File: src/rtl/lsu_mem_master_if.sv
// SRAM-side bus of the LSU memory master:
// word-addressed, byte-masked strobes with a ready/data return.
interface lsu_mem_master_if;
  logic        mem_read_o;
  logic        mem_write_o;
  logic [14:0] mem_addr_o;
  logic [31:0] mem_data_o;
  logic [3:0]  mem_byte_select_o;
  logic        mem_ready_i;
  logic [31:0] mem_data_i;

  modport master (
    output mem_read_o,
    output mem_write_o,
    output mem_addr_o,
    output mem_data_o,
    output mem_byte_select_o,
    input  mem_ready_i,
    input  mem_data_i
  );

  modport slave (
    input  mem_read_o,
    input  mem_write_o,
    input  mem_addr_o,
    input  mem_data_o,
    input  mem_byte_select_o,
    output mem_ready_i,
    output mem_data_i
  );
endinterface

File: src/rtl/lsu_mem_master.sv
// Byte/half/word load-store engine for the SRAM wrapper;
// splits word-crossing accesses and extends load results.
module lsu_mem_master (
  input  logic                    clk_i,
  input  logic                    rst_i,
  input  logic                    req_i,
  input  logic                    we_i,
  input  logic [1:0]              size_i,
  input  logic                    unsigned_i,
  input  logic [16:0]             addr_i,
  input  logic [31:0]             wdata_i,
  output logic                    busy_o,
  output logic                    done_o,
  output logic [31:0]             rdata_o,
  lsu_mem_master_if.master        mem
);

  typedef enum logic [2:0] {
    S_IDLE,
    S_REQ0,
    S_WAIT0,
    S_REQ1,
    S_WAIT1,
    S_DONE
  } state_e;

  state_e      state_q, state_d;
  logic        we_q;
  logic        uns_q;
  logic [1:0]  size_q;
  logic [16:0] addr_q;
  logic [31:0] wdata_q;
  logic [31:0] d0_q, d0_d;
  logic [31:0] rdata_q, rdata_d;

  logic [1:0]  k;
  logic [14:0] w;
  logic [3:0]  base;
  logic        split;
  logic [4:0]  sh0;
  logic [5:0]  sh1;
  logic [31:0] lo_src;
  logic [31:0] hi_src;
  logic [31:0] raw;
  logic [31:0] ext;

  assign k   = addr_q[1:0];
  assign w   = addr_q[16:2];
  assign sh0 = {k, 3'b000};
  assign sh1 = 6'd32 - {1'b0, k, 3'b000};

  always_comb begin
    unique case (size_q)
      2'b00:   base = 4'b0001;
      2'b01:   base = 4'b0011;
      default: base = 4'b1111;
    endcase
  end

  assign split = (size_q[1] && (k != 2'd0))
              || ((size_q == 2'b01) && (k == 2'd3));

  // Second-access data only exists in WAIT1; d0 then
  // supplies the low bytes of the reassembled value.
  assign lo_src = (state_q == S_WAIT1) ? d0_q : mem.mem_data_i;
  assign hi_src = (state_q == S_WAIT1) ? mem.mem_data_i : 32'd0;
  assign raw    = (lo_src >> sh0) | (hi_src << sh1);

  always_comb begin
    unique case (size_q)
      2'b00:   ext = {{24{~uns_q & raw[7]}}, raw[7:0]};
      2'b01:   ext = {{16{~uns_q & raw[15]}}, raw[15:0]};
      default: ext = raw;
    endcase
  end

  always_ff @(posedge clk_i) begin
    if (!rst_i) begin
      state_q <= S_IDLE;
      we_q    <= 1'b0;
      uns_q   <= 1'b0;
      size_q  <= 2'b00;
      addr_q  <= 17'd0;
      wdata_q <= 32'd0;
      d0_q    <= 32'd0;
      rdata_q <= 32'd0;
    end else begin
      state_q <= state_d;
      d0_q    <= d0_d;
      rdata_q <= rdata_d;
      if ((state_q == S_IDLE) && req_i) begin
        we_q    <= we_i;
        uns_q   <= unsigned_i;
        size_q  <= size_i;
        addr_q  <= addr_i;
        wdata_q <= wdata_i;
      end
    end
  end

  always_comb begin
    state_d               = state_q;
    d0_d                  = d0_q;
    rdata_d               = rdata_q;
    mem.mem_read_o        = 1'b0;
    mem.mem_write_o       = 1'b0;
    mem.mem_addr_o        = 15'd0;
    mem.mem_data_o        = 32'd0;
    mem.mem_byte_select_o = 4'd0;
    unique case (state_q)
      S_IDLE: begin
        if (req_i) state_d = S_REQ0;
      end
      S_REQ0: begin
        mem.mem_read_o        = ~we_q;
        mem.mem_write_o       = we_q;
        mem.mem_addr_o        = w;
        mem.mem_byte_select_o = base << k;
        mem.mem_data_o        = wdata_q << sh0;
        state_d               = S_WAIT0;
      end
      S_WAIT0: begin
        if (mem.mem_ready_i) begin
          if (split) begin
            d0_d    = mem.mem_data_i;
            state_d = S_REQ1;
          end else begin
            if (!we_q) rdata_d = ext;
            state_d = S_DONE;
          end
        end
      end
      S_REQ1: begin
        mem.mem_read_o        = ~we_q;
        mem.mem_write_o       = we_q;
        mem.mem_addr_o        = w + 15'd1;
        mem.mem_byte_select_o = base >> (3'd4 - {1'b0, k});
        mem.mem_data_o        = wdata_q >> sh1;
        state_d               = S_WAIT1;
      end
      S_WAIT1: begin
        if (mem.mem_ready_i) begin
          if (!we_q) rdata_d = ext;
          state_d = S_DONE;
        end
      end
      S_DONE: begin
        state_d = S_IDLE;
      end
      default: begin
        state_d = S_IDLE;
      end
    endcase
  end

  assign busy_o  = (state_q != S_IDLE);
  assign done_o  = (state_q == S_DONE);
  assign rdata_o = rdata_q;

endmodule

File: src/flat_wrapper.sv
// flat-port wrapper written by rule: the top's interface ports become plain ports
module lsu_mem_master_flat 
  (clk_i, rst_i, req_i, we_i, size_i, unsigned_i, addr_i, wdata_i, busy_o, done_o, rdata_o, mem_mem_read_o, mem_mem_write_o, mem_mem_addr_o, mem_mem_data_o, mem_mem_byte_select_o, mem_mem_ready_i, mem_mem_data_i);
  lsu_mem_master_if mem_i ();
  input  logic clk_i;
  input  logic rst_i;
  input  logic req_i;
  input  logic we_i;
  input  logic [1:0] size_i;
  input  logic unsigned_i;
  input  logic [16:0] addr_i;
  input  logic [31:0] wdata_i;
  output logic busy_o;
  output logic done_o;
  output logic [31:0] rdata_o;
  output wire logic [$bits(mem_i.mem_read_o)-1:0] mem_mem_read_o;
  output wire logic [$bits(mem_i.mem_write_o)-1:0] mem_mem_write_o;
  output wire logic [$bits(mem_i.mem_addr_o)-1:0] mem_mem_addr_o;
  output wire logic [$bits(mem_i.mem_data_o)-1:0] mem_mem_data_o;
  output wire logic [$bits(mem_i.mem_byte_select_o)-1:0] mem_mem_byte_select_o;
  input wire logic [$bits(mem_i.mem_ready_i)-1:0] mem_mem_ready_i;
  input wire logic [$bits(mem_i.mem_data_i)-1:0] mem_mem_data_i;
  assign mem_mem_read_o = mem_i.mem_read_o;
  assign mem_mem_write_o = mem_i.mem_write_o;
  assign mem_mem_addr_o = mem_i.mem_addr_o;
  assign mem_mem_data_o = mem_i.mem_data_o;
  assign mem_mem_byte_select_o = mem_i.mem_byte_select_o;
  assign mem_i.mem_ready_i = mem_mem_ready_i;
  assign mem_i.mem_data_i = mem_mem_data_i;
  lsu_mem_master u_core (.clk_i(clk_i), .rst_i(rst_i), .req_i(req_i), .we_i(we_i), .size_i(size_i), .unsigned_i(unsigned_i), .addr_i(addr_i), .wdata_i(wdata_i), .busy_o(busy_o), .done_o(done_o), .rdata_o(rdata_o), .mem(mem_i));
endmodule
File: config.mk
export PLATFORM = sky130hd
export DESIGN_NAME = lsu_mem_master_flat
export DESIGN_NICKNAME = d
export VERILOG_FILES = /design/src/rtl/lsu_mem_master_if.sv /design/src/rtl/lsu_mem_master.sv /design/src/flat_wrapper.sv
export SDC_FILE = /design/constraint.sdc
export NUM_CORES = 1
export LEC_CHECK = 0
export ABC_AREA = 1
export BUFFER_PORTS_ARGS = -buffer_cell sky130_fd_sc_hd__buf_2
export CELL_PAD_IN_SITES_DETAIL_PLACEMENT = 0
export CELL_PAD_IN_SITES_GLOBAL_PLACEMENT = 1
export CORE_MARGIN = 4
export CORE_UTILIZATION = 38
export DETAILED_ROUTE_END_ITERATION = 8
export GPL_ROUTABILITY_DRIVEN = 0
export PLACE_DENSITY_LB_ADDON = 0.1
export SYNTH_ARGS = -nofsm -noshare
export SYNTH_HDL_FRONTEND = slang
export SYNTH_SLANG_ARGS = --single-unit
File: constraint.sdc
create_clock -name clk_i -period 3.58 [get_ports clk_i]
set_clock_uncertainty 0.1 [all_clocks]
set_input_delay 0.537 -clock clk_i [delete_from_list [all_inputs] [get_ports clk_i]]
set_output_delay 0.537 -clock clk_i [all_outputs]
set_load 0.1 [all_outputs]
==> results by group <==
Floorplanning
  • Starting density of the core: 39.1%
  • Cell Rows: 52
  • Area of the core: between 20000 and 25000 µm²
  • Die width: 154 µm
  • Die height: 154 µm
  • DIE AREA: ~24000 µm²
  • # IOs: around 180

Final layout
  • Layout overhead on the synthesized area: 25.9%
  • Fill count: 2167
  • NumNets Final: 1523
  • Fin util: 49.3%
  • Layout cell share with drive strength beyond 1: 20.8%

Synth
  • Post-synthesis mux area share: 0%
  • Dominant cells by area after synthesis: dfxtp_1 30%, nand2_1 12%, nor2_1 8.6%, o21ai_0 7.8%, a21oi_1 6.9%
  • Most used DFF post-synth: dfxtp_1
  • Seq cells post-synth: between 100 and 150
  • Post-Synthesis Cells: 1305
  • Synth Area in XOR/XNOR: 0.435%
  • Simple-gate share of the synthesized area: 36.0%
  • Syn nets: 1397
  • Seq/Total Area, Yosys: 29.8%
  • Cell types with the highest counts after synthesis: 262 x nand2_1, 184 x nor2_1, 125 x o21ai_0
  • Syn avg cell area: 6.17 µm²
  • Post-synth EDFFs: 0
  • Leading area contributor after synthesis: dfxtp_1
  • Compound-cell area share of the yosys netlist: approximately a fifth
  • Top-count cell post-synth: nand2_1
  • Synth top area share: 29.8%
  • Largest family of logic cells by synthesized area: simple AND/OR/NAND/NOR gates
  • Synth unique cells: 39
  • Synth async-reset ratio: 0%
  • Yosys warning count: 0
  • Synth Cell Area: approximately 8000 µm²
  • Adder-cell share of the synthesized area: less than 1%

GRT
  • Vias in the first global route: 8394
  • Global-route usage over all layers: 23.8%
  • Antenna violations before repair: 1
  • Largest net degree at the start of global routing: roughly 90
  • GR Overflow Total: 0
  • Global-route wire length before repair: 45600 µm

Clock network
  • Max Buffers Root-to-Sink: 2
  • Postcts setup bufs: 0
  • H-tree depth: 4
  • CTS tree: yes
  • Worst-skew pair later-pin latency: around 420 ps
  • CTS Root Buffer Type: clkbuf_16
  • TritonCTS Sinks: 120
  • CTS buffer count: 17
  • Hold Buf Count CTS: 0
  • Clock Pin Slew Worst Setup and Hold Paths: 70 ps

Placed design
  • Final HPWL DP: 20100 µm
  • Count of buffers from port buffering: about 180

Setup path
  • Crit path max-delay cell type: buf_2
  • Critical Path Sink Type: output pin
  • CP most frequent cell: inv_1
  • CP startpoint kind: register
  • CP Data Required Time: 2940 ps
  • CP Max Fanout: 23
  • Critical-path cell list: inv_1, ha_1, buf_4, inv_1, o21ai_0, o22ai_2, buf_2
  • Crit path max-delay family: buffers and inverters
  • CP max stage delay: ~450 ps
  • WP buf/inv: 4
  • Kind of critical path: reg -> out
  • CP arrival: about 2800 ps

Detailed routing
  • DR vias/cell: between 5 and 6
  • Drt first pass iters: 6
  • DRC: 0
  • Post-DRT Antenna Nets: 0
  • DR vias: 8978
  • WL final: 28800 µm
  • DR WL/cell: 16.8 µm
  • DR iter-0 viols: 689

STA
  • Minimum clock period: 3410 ps
  • Least-Margin Pin Slew: roughly 990 ps
  • Fin crit share: 95.1%
  • Min Hold Slack: 278 ps
  • Relative slew slack: 33.9%
  • Final Hold Fails: 0
  • Slew Limit Fails: 0
  • F_max: 294 MHz
  • Final setup viols: 0
  • RSZ-0062 raised after global routing: no

Power and ir drop
  • Pwr/cell area: 835 nW/µm²
  • VDD IR max: 0.581 mV
  • Leak: 4.61 nW

Outcome
  • Outcome: completed

Worst hold path
  • Min-Delay Path Class: in -> reg

Flow run
  • MaxCap Viol Count: 0
[tightest hold or removal path, cell delays in order]
cell and delay [ps]:
buf_2 70, o21ai_0 70, a21oi_1 100
[metal layers]
| layer | up-vias | share of wire (%) | global-route usage [%] |
|---|---|---|---|
| met1 | 4039 | 47 | 34.5 |
| met3 | 34 | 8.3 | 5.96 |
| met4 | 0 | 1.7 | 5.55 |
| met5 | - | 0 | 0 |
| met2 | 348 | 43 | 35.6 |
| li1 | 4557 | - | - |
[cell families after synthesis]
family                   count (synthesis)
buffers and inverters                  223
flip-flops                             120
AO/OA/AOI/OAI                          309
XOR/XNOR                                 4
adder cells (fa/ha/maj)                  3
AND/OR/NAND/NOR                        646
[through the flow]
step,worst slack [ps],area (µm²),power (mW),TNS [ps],std cells
floorplan,-582,8160,5.54,-5700,1305
global placement,677,9540,6.70,0,1682
detailed placement,638,9540,6.71,0,1682
CTS,150,10100,8.49,0,1714
global route,8.82,10100,8.96,0,1715
finish,175,10100,8.46,0,1715
[flip-flops by register name, summed over array words and instances (netlist names)]
signal / count
u_core.d0_q: 32
u_core.uns_q: 1
u_core.addr_q: 17
u_core.size_q: 2
u_core.wdata_q: 32
u_core.state_q: 3
u_core.rdata_o: 32
u_core.we_q: 1
[final cells by class]
cell class                      count  area (µm²)  area share, %
Multi-Input combinational cell    962        4790           47.2
Inverter                          132         495           4.89
Antenna cell                        1        2.50         0.0247
Clock inverter                     15         168           1.65
Tap cell                          270         338           3.33
Clock buffer                       17         425           4.20
Sequential cell                   120        2410           23.7
Timing Repair Buffer              198        1510           14.9
[power breakdown]
part	internal (mW)	switching [mW]
clock network	1.04	0.710
logic	1.21	3.71
registers	1.61	0.172
[repair_timing]
action                                  CTS  global route
endpoints found under the setup margin    0             1
resized for setup                         0             1
hold endpoints to repair                  0             0
[worst paths after layout]
| check | start | end | slack (ps) | cells after the start |
|---|---|---|---|---|
| worst min-delay path | wdata_i[13] | u_core.wdata_q[13] | 280 | 3 |
| worst max-delay path | u_core.addr_q[0] | mem_mem_data_o[8] | 170 | 7 |
| worst min register to register | u_core.addr_q[16] | u_core.addr_q[16] | 360 | 2 |
| worst max register to register | u_core.addr_q[0] | u_core.rdata_o[30] | 560 | 13 |
[cell usage in the layout (no fill, tap or decap), drive strengths merged]
cell and count:
a211oi 1, a21oi 111, a22oi 14, a31oi 1, a32o 2, buf 197
bufinv 2, clkbuf 18, clkinv 8, clkinvlp 1, dfxtp 120, diode 1
ha 3, inv 136, nand2 269, nand3 116, nand3b 10, nand4 24
nor2 196, nor3 14, nor3b 11, o211ai 6, o21a 14, o21ai 137
o21bai 1, o221ai 3, o22ai 19, or2 6, xor2 4
Power figures use the tool's default switching activity.
